`src/rtl/program_loader.sv`:
```
// Boot loader: length-prefixed 18-bit word stream -> instruction memory; CPU held in reset until a good image lands.
// Write issues the cycle after B2 and never stalls the link. LOADER_CHECKSUM_EN adds a trailing XOR byte check.
module program_loader #(
  parameter int MAX_WORDS = 1022
) (
  input  logic        i_clk,
  input  logic        i_reset,
  input  logic        i_in_valid,
  input  logic [7:0]  i_in_data,
  output logic        o_in_ready,
  output logic        o_imem_we,
  output logic [9:0]  o_imem_addr,
  output logic [17:0] o_imem_wdata,
  output logic        o_cpu_hold,
  output logic        o_done,
  output logic        o_error
);

  localparam logic [9:0] MAX_W = MAX_WORDS[9:0];

`ifdef LOADER_CHECKSUM_EN
  typedef enum logic [2:0] {S_HDR_HI, S_HDR_LO, S_W0, S_W1, S_W2, S_CHK, S_DONE, S_ERR} state_t;
`else
  typedef enum logic [2:0] {S_HDR_HI, S_HDR_LO, S_W0, S_W1, S_W2, S_DONE, S_ERR} state_t;
`endif

  state_t      r_state;
  logic [9:0]  r_count;
  logic [9:0]  r_idx;
  logic [1:0]  r_b0;
  logic [7:0]  r_b1;
  logic        r_in_ready;
  logic        r_imem_we;
  logic [9:0]  r_imem_addr;
  logic [17:0] r_imem_wdata;
  logic        r_cpu_hold;
  logic        r_done;
  logic        r_error;
`ifdef LOADER_CHECKSUM_EN
  logic [7:0]  r_xor;
`endif

  logic        w_fire;
  logic        w_last;
  logic        w_count_bad;
  logic [9:0]  w_count;

  assign w_fire      = i_in_valid & r_in_ready;
  assign w_count     = {r_count[9:8], i_in_data};
  assign w_count_bad = (w_count == 10'd0) || (w_count > MAX_W);
  assign w_last      = (r_idx == r_count - 10'd1);

  always_ff @(posedge i_clk) begin
    if (i_reset) begin
      r_state      <= S_HDR_HI;
      r_count      <= 10'd0;
      r_idx        <= 10'd0;
      r_b0         <= 2'd0;
      r_b1         <= 8'd0;
      r_in_ready   <= 1'b1;
      r_imem_we    <= 1'b0;
      r_imem_addr  <= 10'd0;
      r_imem_wdata <= 18'd0;
      r_cpu_hold   <= 1'b1;
      r_done       <= 1'b0;
      r_error      <= 1'b0;
`ifdef LOADER_CHECKSUM_EN
      r_xor        <= 8'd0;
`endif
    end else begin
      r_imem_we <= 1'b0;
      case (r_state)
        S_HDR_HI: if (w_fire) begin
          if (|i_in_data[7:2]) begin
            r_state <= S_ERR; r_error <= 1'b1; r_in_ready <= 1'b0;
          end else begin
            r_count[9:8] <= i_in_data[1:0];
            r_state      <= S_HDR_LO;
          end
        end
        S_HDR_LO: if (w_fire) begin
          if (w_count_bad) begin
            r_state <= S_ERR; r_error <= 1'b1; r_in_ready <= 1'b0;
          end else begin
            r_count <= w_count;
            r_state <= S_W0;
          end
        end
        S_W0: if (w_fire) begin
          if (|i_in_data[7:2]) begin
            r_state <= S_ERR; r_error <= 1'b1; r_in_ready <= 1'b0;
          end else begin
            r_b0    <= i_in_data[1:0];
            r_state <= S_W1;
          end
        end
        S_W1: if (w_fire) begin
          r_b1    <= i_in_data;
          r_state <= S_W2;
        end
        // Last word: the write still issues next cycle while the FSM moves on.
        S_W2: if (w_fire) begin
          r_imem_we    <= 1'b1;
          r_imem_addr  <= r_idx;
          r_imem_wdata <= {r_b0, r_b1, i_in_data};
          r_idx        <= r_idx + 10'd1;
          if (w_last) begin
`ifdef LOADER_CHECKSUM_EN
            r_state <= S_CHK;
`else
            r_state    <= S_DONE;
            r_in_ready <= 1'b0;
`endif
          end else begin
            r_state <= S_W0;
          end
        end
`ifdef LOADER_CHECKSUM_EN
        S_CHK: if (w_fire) begin
          r_in_ready <= 1'b0;
          if (i_in_data == r_xor) begin
            r_state    <= S_DONE;
            r_done     <= 1'b1;
            r_cpu_hold <= 1'b0;
          end else begin
            r_state <= S_ERR;
            r_error <= 1'b1;
          end
        end
`endif
        S_DONE: begin
          r_done     <= 1'b1;
          r_cpu_hold <= 1'b0;
          r_in_ready <= 1'b0;
        end
        S_ERR: r_in_ready <= 1'b0;
        default: begin
          r_state <= S_ERR; r_error <= 1'b1; r_in_ready <= 1'b0;
        end
      endcase
`ifdef LOADER_CHECKSUM_EN
      if (w_fire && r_state != S_CHK) r_xor <= r_xor ^ i_in_data;
`endif
    end
  end

  assign o_in_ready   = r_in_ready;
  assign o_imem_we    = r_imem_we;
  assign o_imem_addr  = r_imem_addr;
  assign o_imem_wdata = r_imem_wdata;
  assign o_cpu_hold   = r_cpu_hold;
  assign o_done       = r_done;
  assign o_error      = r_error;

endmodule

```
`config.mk`:
```
export PLATFORM = sky130hd
export DESIGN_NAME = program_loader
export DESIGN_NICKNAME = d
export VERILOG_FILES = /design/src/rtl/program_loader.sv
export SDC_FILE = /design/constraint.sdc
export NUM_CORES = 1
export LEC_CHECK = 0
export ABC_CLOCK_PERIOD_IN_PS = 2180
export CORE_ASPECT_RATIO = 1.25
export CORE_MARGIN = 2
export CORE_UTILIZATION = 40
export DETAILED_ROUTE_END_ITERATION = 6
export PLACE_DENSITY = 0.6
export RECOVER_POWER = 100
export SLEW_MARGIN = 40
export SYNTH_ARGS = -nofsm -noshare
export SYNTH_HDL_FRONTEND = slang
export SYNTH_SLANG_ARGS = --single-unit
```
`constraint.sdc`:
```
create_clock -name i_clk -period 2.18 [get_ports i_clk]
set_input_delay 0.436 -clock i_clk [delete_from_list [all_inputs] [get_ports i_clk]]
set_output_delay 0.436 -clock i_clk [all_outputs]
set_load 0.01 [all_outputs]
```
After elaboration in Yosys (flattened, before gate mapping)
Cells that the tools add are included.
{"block": "classes", "eq_ne": 16, "muxes": 26, "n_lt_le_gt_ge": 1, "reduce_logical": 16, "bitwise_logic": 8, "add_sub_neg": 2}
{"cell": "$mux W3", "count": 9}
{"cell": "$pmux W3 S6", "count": 1}
{"cell": "$ne A2 B2 Y1 const B", "count": 7}
{"cell": "$mux W1", "count": 11}
{"cell": "$add A10 B1 Y10 const B", "count": 1}
{"cell": "$eq A10 B10 Y1", "count": 1}
{"cell": "$gt A10 B10 Y1 const B", "count": 1}
{"cell": "$logic_not A10 Y1", "count": 1}
{"cell": "$sub A10 B1 Y10 const B", "count": 1}
{"cell": "$eq A3 B3 Y1 const B", "count": 3}
{"cell": "$not A1 Y1", "count": 7}
{"cell": "$reduce_and A7 Y1", "count": 1}
{"cell": "$eq A3 B2 Y1 const B", "count": 2}
{"cell": "$reduce_and A3 Y1", "count": 2}
{"cell": "$reduce_and A6 Y1", "count": 1}
{"cell": "$reduce_or A2 Y1", "count": 3}
{"cell": "$reduce_or A6 Y1", "count": 1}
{"cell": "$reduce_and A5 Y1", "count": 1}
{"cell": "$mux W2", "count": 2}
{"cell": "$ne A2 B1 Y1 const B", "count": 2}
{"cell": "$pmux W1 S4", "count": 1}
{"cell": "$pmux W2 S2", "count": 1}
{"cell": "$reduce_and A2 Y1", "count": 2}
{"cell": "$reduce_and A4 Y1", "count": 1}
{"cell": "other kinds (6)", "count": 6}
{"block": "word_totals", "regBits": 66, "word_cells": 82, "in_bits": 11}

Longest topological paths before layout
Gate-level depths: netlist (run 1).
{"block": "logic_depth", "word_depth": 5, "ltp_mapped": 8, "mapped_depth_nobuf": 8}

Worst setup path before layout (run 1)
Ideal clock, no wire load.
{"block": "synth_timing", "kind": "register -> register", "start": "reg r_count[0]", "end": "reg r_state[2]", "t_arrival_ps": 1903, "setup_ps": 91, "stages_incl_launch_ff": 9, "synth_period_minus_slack_ps": 1994, "path_slack_ps": 186, "cell_sequence": "dfxtp_1 -> inv_1 -> ha_1 -> o21ba_1 -> a221oi_2 -> a41oi_1 -> nor4_4 -> nand3_1 -> a311oi_1"}
{"block": "synth_via", "elab_chain_cells": 5}
{"element": "start, declared", "line_no": "28", "text": "logic [9:0] r_count;"}
{"element": "start signal, assigned", "line_no": "85", "text": "r_count <= w_count;"}
{"element": "$sub A10 B1 Y10", "line_no": "51", "text": "assign w_last = (r_idx == r_count - 10'd1);"}
{"element": "$eq A10 B10 Y1", "line_no": "51"}
{"element": "$mux W3", "line_no": "107", "text": "if (w_last) begin"}
{"element": "$mux W3", "line_no": "102", "text": "S_W2: if (w_fire) begin"}
{"element": "$pmux W3 S6", "line_no": "72", "text": "case (r_state)"}
{"element": "end signal, assigned", "line_no": "55", "text": "r_state <= S_HDR_HI;"}
{"element": "end signal, assigned", "line_no": "75", "text": "r_state <= S_ERR; r_error <= 1'b1; r_in_ready <= 1'b0;"}
{"element": "end signal, assigned", "line_no": "111", "text": "r_state <= S_DONE;"}
{"element": "end, declared", "line_no": "27", "text": "state_t r_state;"}
Every way passes these cells. The select of a mux whose other input is x is not followed.
A chain may end at the register's enable or synchronous reset.

Worst setup path after layout (run 1)
{"block": "layout_timing", "start": "in i_in_valid", "end": "reg r_imem_addr[7], in the netlist o_imem_addr[7]"}
{"block": "layout_via", "elab_chain_cells": 2}
{"element": "start, declared", "line_no": "8", "text": "input logic i_in_valid,"}
{"element": "$and A1 B1 Y1", "line_no": "48", "text": "assign w_fire = i_in_valid & r_in_ready;"}
{"element": "$reduce_and A2 Y1 (no source line)"}
{"element": "end signal, assigned", "line_no": "104", "text": "r_imem_addr <= r_idx;"}
{"element": "end, declared", "line_no": "34", "text": "logic [9:0] r_imem_addr;"}
Every way passes these cells.

==> results of run 1 <==
[logic make-up (layout without fill, tap and decap cells)]
family / count (synthesis) / count (layout) / synth area share
and+or+nand+nor: 152 / 152 / 0.244
DFF: 66 / 66 / 0.457
AOI/OAI and AO/OA: 64 / 64 / 0.134
buffers and inverters: 22 / 91 / 0.0316
muxes: 20 / 20 / 0.0693
xor gates and xnor gates: 18 / 18 / 0.0546
adders and majority gates: 2 / 2 / 0.00866
[report_power, final]
part           switching (mW)  internal, mW
combinational           0.125        0.0914
sequential             0.0152          1.22
clock                   0.457         0.672
total                   0.597          1.99
[sequential cells by signal, summed over array words and instances, names as in the netlist]
name / flops
o_cpu_hold: 1
o_done: 1
o_error: 1
o_imem_addr: 10
o_imem_wdata: 18
o_imem_we: 1
o_in_ready: 1
r_b0: 2
r_b1: 8
r_count: 10
r_idx: 10
r_state: 3
[stage by stage]
| stage | hold slack (ns) | worst slack (ns) | instance area (um^2) | cells | power (mW) |
|---|---|---|---|---|---|
| after global placement | 0.433 | -0.121 | 3590 | 487 | 1.49 |
| final | 0.385 | 0.158 | 3790 | 503 | 2.58 |
| after global routing | 0.383 | 0.0293 | 3790 | 503 | 2.69 |
| after CTS | 0.374 | 0.113 | 3800 | 503 | 2.62 |
| after floorplan | 0.431 | 0.186 | 2890 | 344 | 1.38 |
| after detailed placement | 0.444 | -0.124 | 3590 | 487 | 1.49 |
[worst max path at each step]
stage | depth (start not counted) | from | endpoint | slack (ns)
2_1_floorplan | 8 | r_count[0] | r_state[2] | 0.19
3_3_place_gp | 7 | i_in_data[7] | o_in_ready | -0.12
3_5_place_dp | 7 | i_in_data[7] | o_in_ready | -0.12
4_1_cts | 8 | r_count[0] | r_state[2] | 0.11
5_1_grt | 7 | i_in_valid | o_imem_wdata[14] | 0.03
6_report | 7 | i_in_valid | o_imem_addr[7] | 0.16
[layout by cell type, fill, tap and decap left out, types with 4 or more instances in the layout]
cell type / Yosys / layout
nand2_1: 72 / 72
dfxtp_1: 66 / 66
nor2_1: 40 / 40
a21oi_1: 39 / 39
dlygate4sd3_1: 0 / 34
buf_4: 0 / 23
mux2i_1: 20 / 20
xor2_1: 11 / 11
clkbuf_8: 0 / 10
clkdlybuf4s50_1: 0 / 8
o21ai_0: 7 / 7
xnor2_1: 7 / 7
nand4_1: 5 / 6
or3_1: 5 / 5
nor3_1: 5 / 5
nand3_1: 5 / 5
inv_1: 3 / 4
nor4_1: 4 / 4
and3_1: 4 / 4
[final cells by class]
cell class | count | area, um^2 | area share
multi-input combinational | 256 | 1470 | 0.388
sequential | 66 | 1320 | 0.349
timing repair buffer | 71 | 651 | 0.172
clock buffer | 11 | 141 | 0.0373
tap | 90 | 113 | 0.0297
clock inverter | 5 | 77.6 | 0.0205
inverter | 4 | 15.0 | 0.00396
[routing by layer]
metal	share of wire	vias up	global-route usage
li1	-	1308	-
met1	0.49	1208	0.250
met3	0.029	10	0.0476
met4	0.015	0	0.0626
met2	0.47	33	0.288
met5	0	-	0
[worst max-delay path, cell delays in order]
cell and delay (ns):
dlygate4sd3_1 0.57, and2_1 0.22, buf_4 0.17, nand2_1 0.06, clkbuf_2 0.53, nand2_1 0.11, a21oi_1 0.18
==> summary.txt, run 1 <==
outcome - complete, no violations
# clock sinks - 66
endpoints failing setup - 0
crit start category - input pin
crit path DAT - 2.29 ns
relative max-transition margin - 0.553
vias - 2,559
Synth top cells by count - nand2_1, dfxtp_1, nor2_1
Post-Syn Nets - 357
Antenna diodes - 0
Core Util, Final - 0.543
area grow syn2layout - 31.1%
Final HPWL DP - 4800 um
clk slew on worst S/H paths - 0.07 ns
port bufs - 43
leakage power - 1.55 nW
maximum vdd ir drop - 0.501 mV
mean area per synthesized cell - 8.40 um^2
WHS Path Cells - 2
drt initial violations - 97
CP endpoint kind - flip-flop
maximum clock path buffer count - 2
gr ovfl total - 0
CORE AREA - 6980 um^2
post-CTS resize count - 0
routed len/inst - 13.6 um
yosys warns - 0
sequential share of the synthesized area - 0.457
Yosys cell types - 46
ys async rst share - 0
CP max FO - 30
# hold bufs at CTS - 0
reg2reg setup slack - 0.17 ns
die width - 80.0 um
Filler cells - 679
count leader, synth - nand2_1
Peak Freq - 495 MHz
TritonCTS clock tree - built
overall fraction of global-route tracks in use - 0.186
largest cells by area after synthesis - dfxtp_1, nand2_1, mux2i_1, a21oi_1, nor2_1
final worst path period share - 0.927
CP required - 2.44 ns
clock skew - 0.00758 ns
hold endpoint - o_error
RD Place Congestion - 0.883
Vias/cell - 5.09
number of synthesized flops with an enable pin - 0
setup TNS - 0 ns
RSZ-0062 raised after global routing - false
Die Y - 99.0 um
largest net degree at the start of global routing - 61
clock latency on the worst-skew pair - 0.34 ns
first-pass GRT wire length - 11,600 um
Fin. Hold Viols - 0
min-delay worst type - input pin to flip-flop
Worst Tran Pin Value - 0.670 ns
initial antenna violation count - 0
layout cells sized above 1 - 0.121
vias in the first global route - 2,456
post-layout min period - 2.02 ns
nets - 421
Mapped Cells - 344
Routed Antenna Nets - 0
#FFs+latches synth - 66
Total Routed Length - 6850 um
First-pass DRT Iterations - 4
die area - 7920 um^2
FF-to-FF End - r_count[0]
HP Start - i_reset
max-slew violation count - 0
Power Density - 682 nW/um^2
share of the synthesized area in the top cell type - 0.457
cell taking the most area after synthesis - dfxtp_1
number of core rows - 34
r2r worst-path depth - 6
cts bufs inserted - 9
Post-Syn Area - 2890 um^2
IO Pins - 44
Max Cap Viol - 0
DRC Markers - 0
Setup Crit Path Kind - input pin to flip-flop
reg2reg start - r_state[0]
initial core utilization - 0.414
Clock Tree Root - clkbuf_8
main flop type after synthesis - dfxtp_1
# Post-CTS Setup Buffers - 0
H-tree depth - 3
Note: power is estimated with default switching activity, not from simulation.
==> inputs of run 2 (changes only) <==
Settings changed: CAP_MARGIN set to 40, SKIP_CTS_REPAIR_TIMING set to 1.
==> results of run 2 <==
The final DEF is identical to that of run 1; final timing and power are the same.
==> inputs of run 3 (changes only) <==
Settings changed: CORE_UTILIZATION 40 to 45, PLACE_DENSITY 0.6 to 0.66.
==> run 3 against run 2 <==
Net effect:
- combinational power about the same
- clock skew is 0.0017 ns lower
- critical endpoint is now r_idx[7]
- wire length up 2.0%
- worst hold slack better by 0.064 ns
- cell area is 1.3% lower
- via count grew 2.1%
- power fell by 7.6%
- flip-flop and latch count stayed put
- largest cell class unchanged
- register-to-register slack about the same
- largest power group unchanged
==> summary.txt, run 3 (synthesis results as in run 1) <==
outcome - complete, no violations
Fin. Hold Viols - 0
die width - 75.7 um
First-pass DRT Iterations - 4
first-pass GRT wire length - 11,800 um
RD Place Congestion - 0.889
port bufs - 43
clk slew on worst S/H paths - 0.07 ns
crit path DAT - 2.30 ns
setup TNS - 0 ns
initial core utilization - 0.466
CP dominant cell by count - or3_1
CP max FO - 9
Final HPWL DP - 4870 um
max-slew violation count - 0
vias in the first global route - 2,445
Die Y - 93.6 um
nets - 422
Critical Path Max Stage Delay - 0.40 ns
CP endpoint kind - flip-flop
WHS Path Cells - 1
die area - 7080 um^2
cell-internal power - 1.78 mW
worst path cell trace - or3_1 -> nor2_1 -> nand4_2 -> or3_1 -> a21oi_1
r2r worst-path depth - 5
post-layout min period - 2.02 ns
NetSw - 0.605 mW
switching share of power - 0.254
endpoints failing setup - 0
Core Util, Final - 0.603
clock skew - 0.00586 ns
cts bufs inserted - 9
maximum vdd ir drop - 0.552 mV
IO Pins - 44
Max Cap Viol - 0
Seq pwr share - 0.519
hold endpoint - o_cpu_hold
crit start category - flip-flop
initial antenna violation count - 0
Clk network pwr share - 0.392
H-tree depth - 3
HP Start - o_cpu_hold
most frequent cells in the layout - nand2_1, dfxtp_1, nor2_1
Routed Antenna Nets - 0
CP required - 2.46 ns
leakage power - 1.53 nW
max reg flops - 18
relative max-transition margin - 0.550
reg2reg setup slack - 0.16 ns
Total Routed Length - 6980 um
vias - 2,614
Setup Crit Path Kind - flip-flop to flip-flop
maximum clock path buffer count - 2
drt initial violations - 118
layout cells sized above 1 - 0.121
Power Density - 638 nW/um^2
Clock Tree Root - clkbuf_8
# clock sinks - 66
FF-to-FF End - r_idx[7]
Peak Freq - 495 MHz
min-delay worst type - flip-flop to flip-flop
Antenna diodes - 0
gr ovfl total - 0
Power, Total - 2.39 mW
commonest non-fill, non-tap cell in the layout - nand2_1
area grow syn2layout - 29.5%
Vias/cell - 5.25
Worst Tran Pin Value - 0.676 ns
TritonCTS clock tree - built
number of core rows - 32
DRC Markers - 0
Logic pwr share - 0.090
routed len/inst - 14.0 um
RSZ-0062 raised after global routing - false
clock latency on the worst-skew pair - 0.35 ns
largest net degree at the start of global routing - 40
CORE AREA - 6210 um^2
overall fraction of global-route tracks in use - 0.220
Hold Slack - 0.449 ns
reg2reg start - r_state[1]
Worst path slowest cell - or3_1
final worst path period share - 0.927
==> run 3: power by group through the flow <==
stage	Clock, mW	Combinational, mW	Sequential, mW
2_1_floorplan	0	0.111	1.27
4_1_cts	0.955	0.226	1.24
5_1_grt	1.00	0.238	1.24
3_5_place_dp	0	0.226	1.27
3_3_place_gp	0	0.224	1.27
6_report	0.934	0.214	1.24
==> run 3: layout make-up <==
cell class,instances,area (um^2)
Sequential cell,66,1320
Multi-Input combinational cell,256,1470
Fill cell,574,2460
Clock inverter,4,27.5
Inverter,4,15.0
Tap cell,85,106
Timing Repair Buffer,72,651
Clock buffer,11,151
==> run 3: routing by layer <==
layer | up-vias | track usage | routed length, um
met5 | - | 0 | 0
met3 | 17 | 0.0442 | 257
met2 | 53 | 0.328 | 3270
met4 | 0 | 0.111 | 201
met1 | 1232 | 0.297 | 3260
li1 | 1312 | - | -
==> run 3: worst max-delay path by stage <==
stage                       from             end  slack (ns)
CTS                   r_count[0]      r_state[2]        0.09
global route          i_in_valid  o_imem_addr[2]        0.01
global placement    i_in_data[6]      o_in_ready       -0.07
finish                r_state[1]        r_idx[7]        0.16
floorplan             r_count[0]      r_state[2]        0.19
detailed placement  i_in_data[6]      o_in_ready       -0.08
==> run 3: worst max-delay path, delay by kind of cell, from the launching register on <==
family | cells | cell delay (ns)
AO/OA/AOI/OAI | 1 | 0.16
flip-flops | 1 | 0.39
AND/OR/NAND/NOR | 4 | 1.41
==> run 3: per-stage QoR <==
step / std cells / area [um^2] / setup slack, ns
6_report: 498 / 3740 / 0.158
2_1_floorplan: 344 / 2890 / 0.186
5_1_grt: 498 / 3740 / 0.0114
4_1_cts: 498 / 3770 / 0.0909
3_3_place_gp: 483 / 3590 / -0.0690
3_5_place_dp: 483 / 3590 / -0.0786
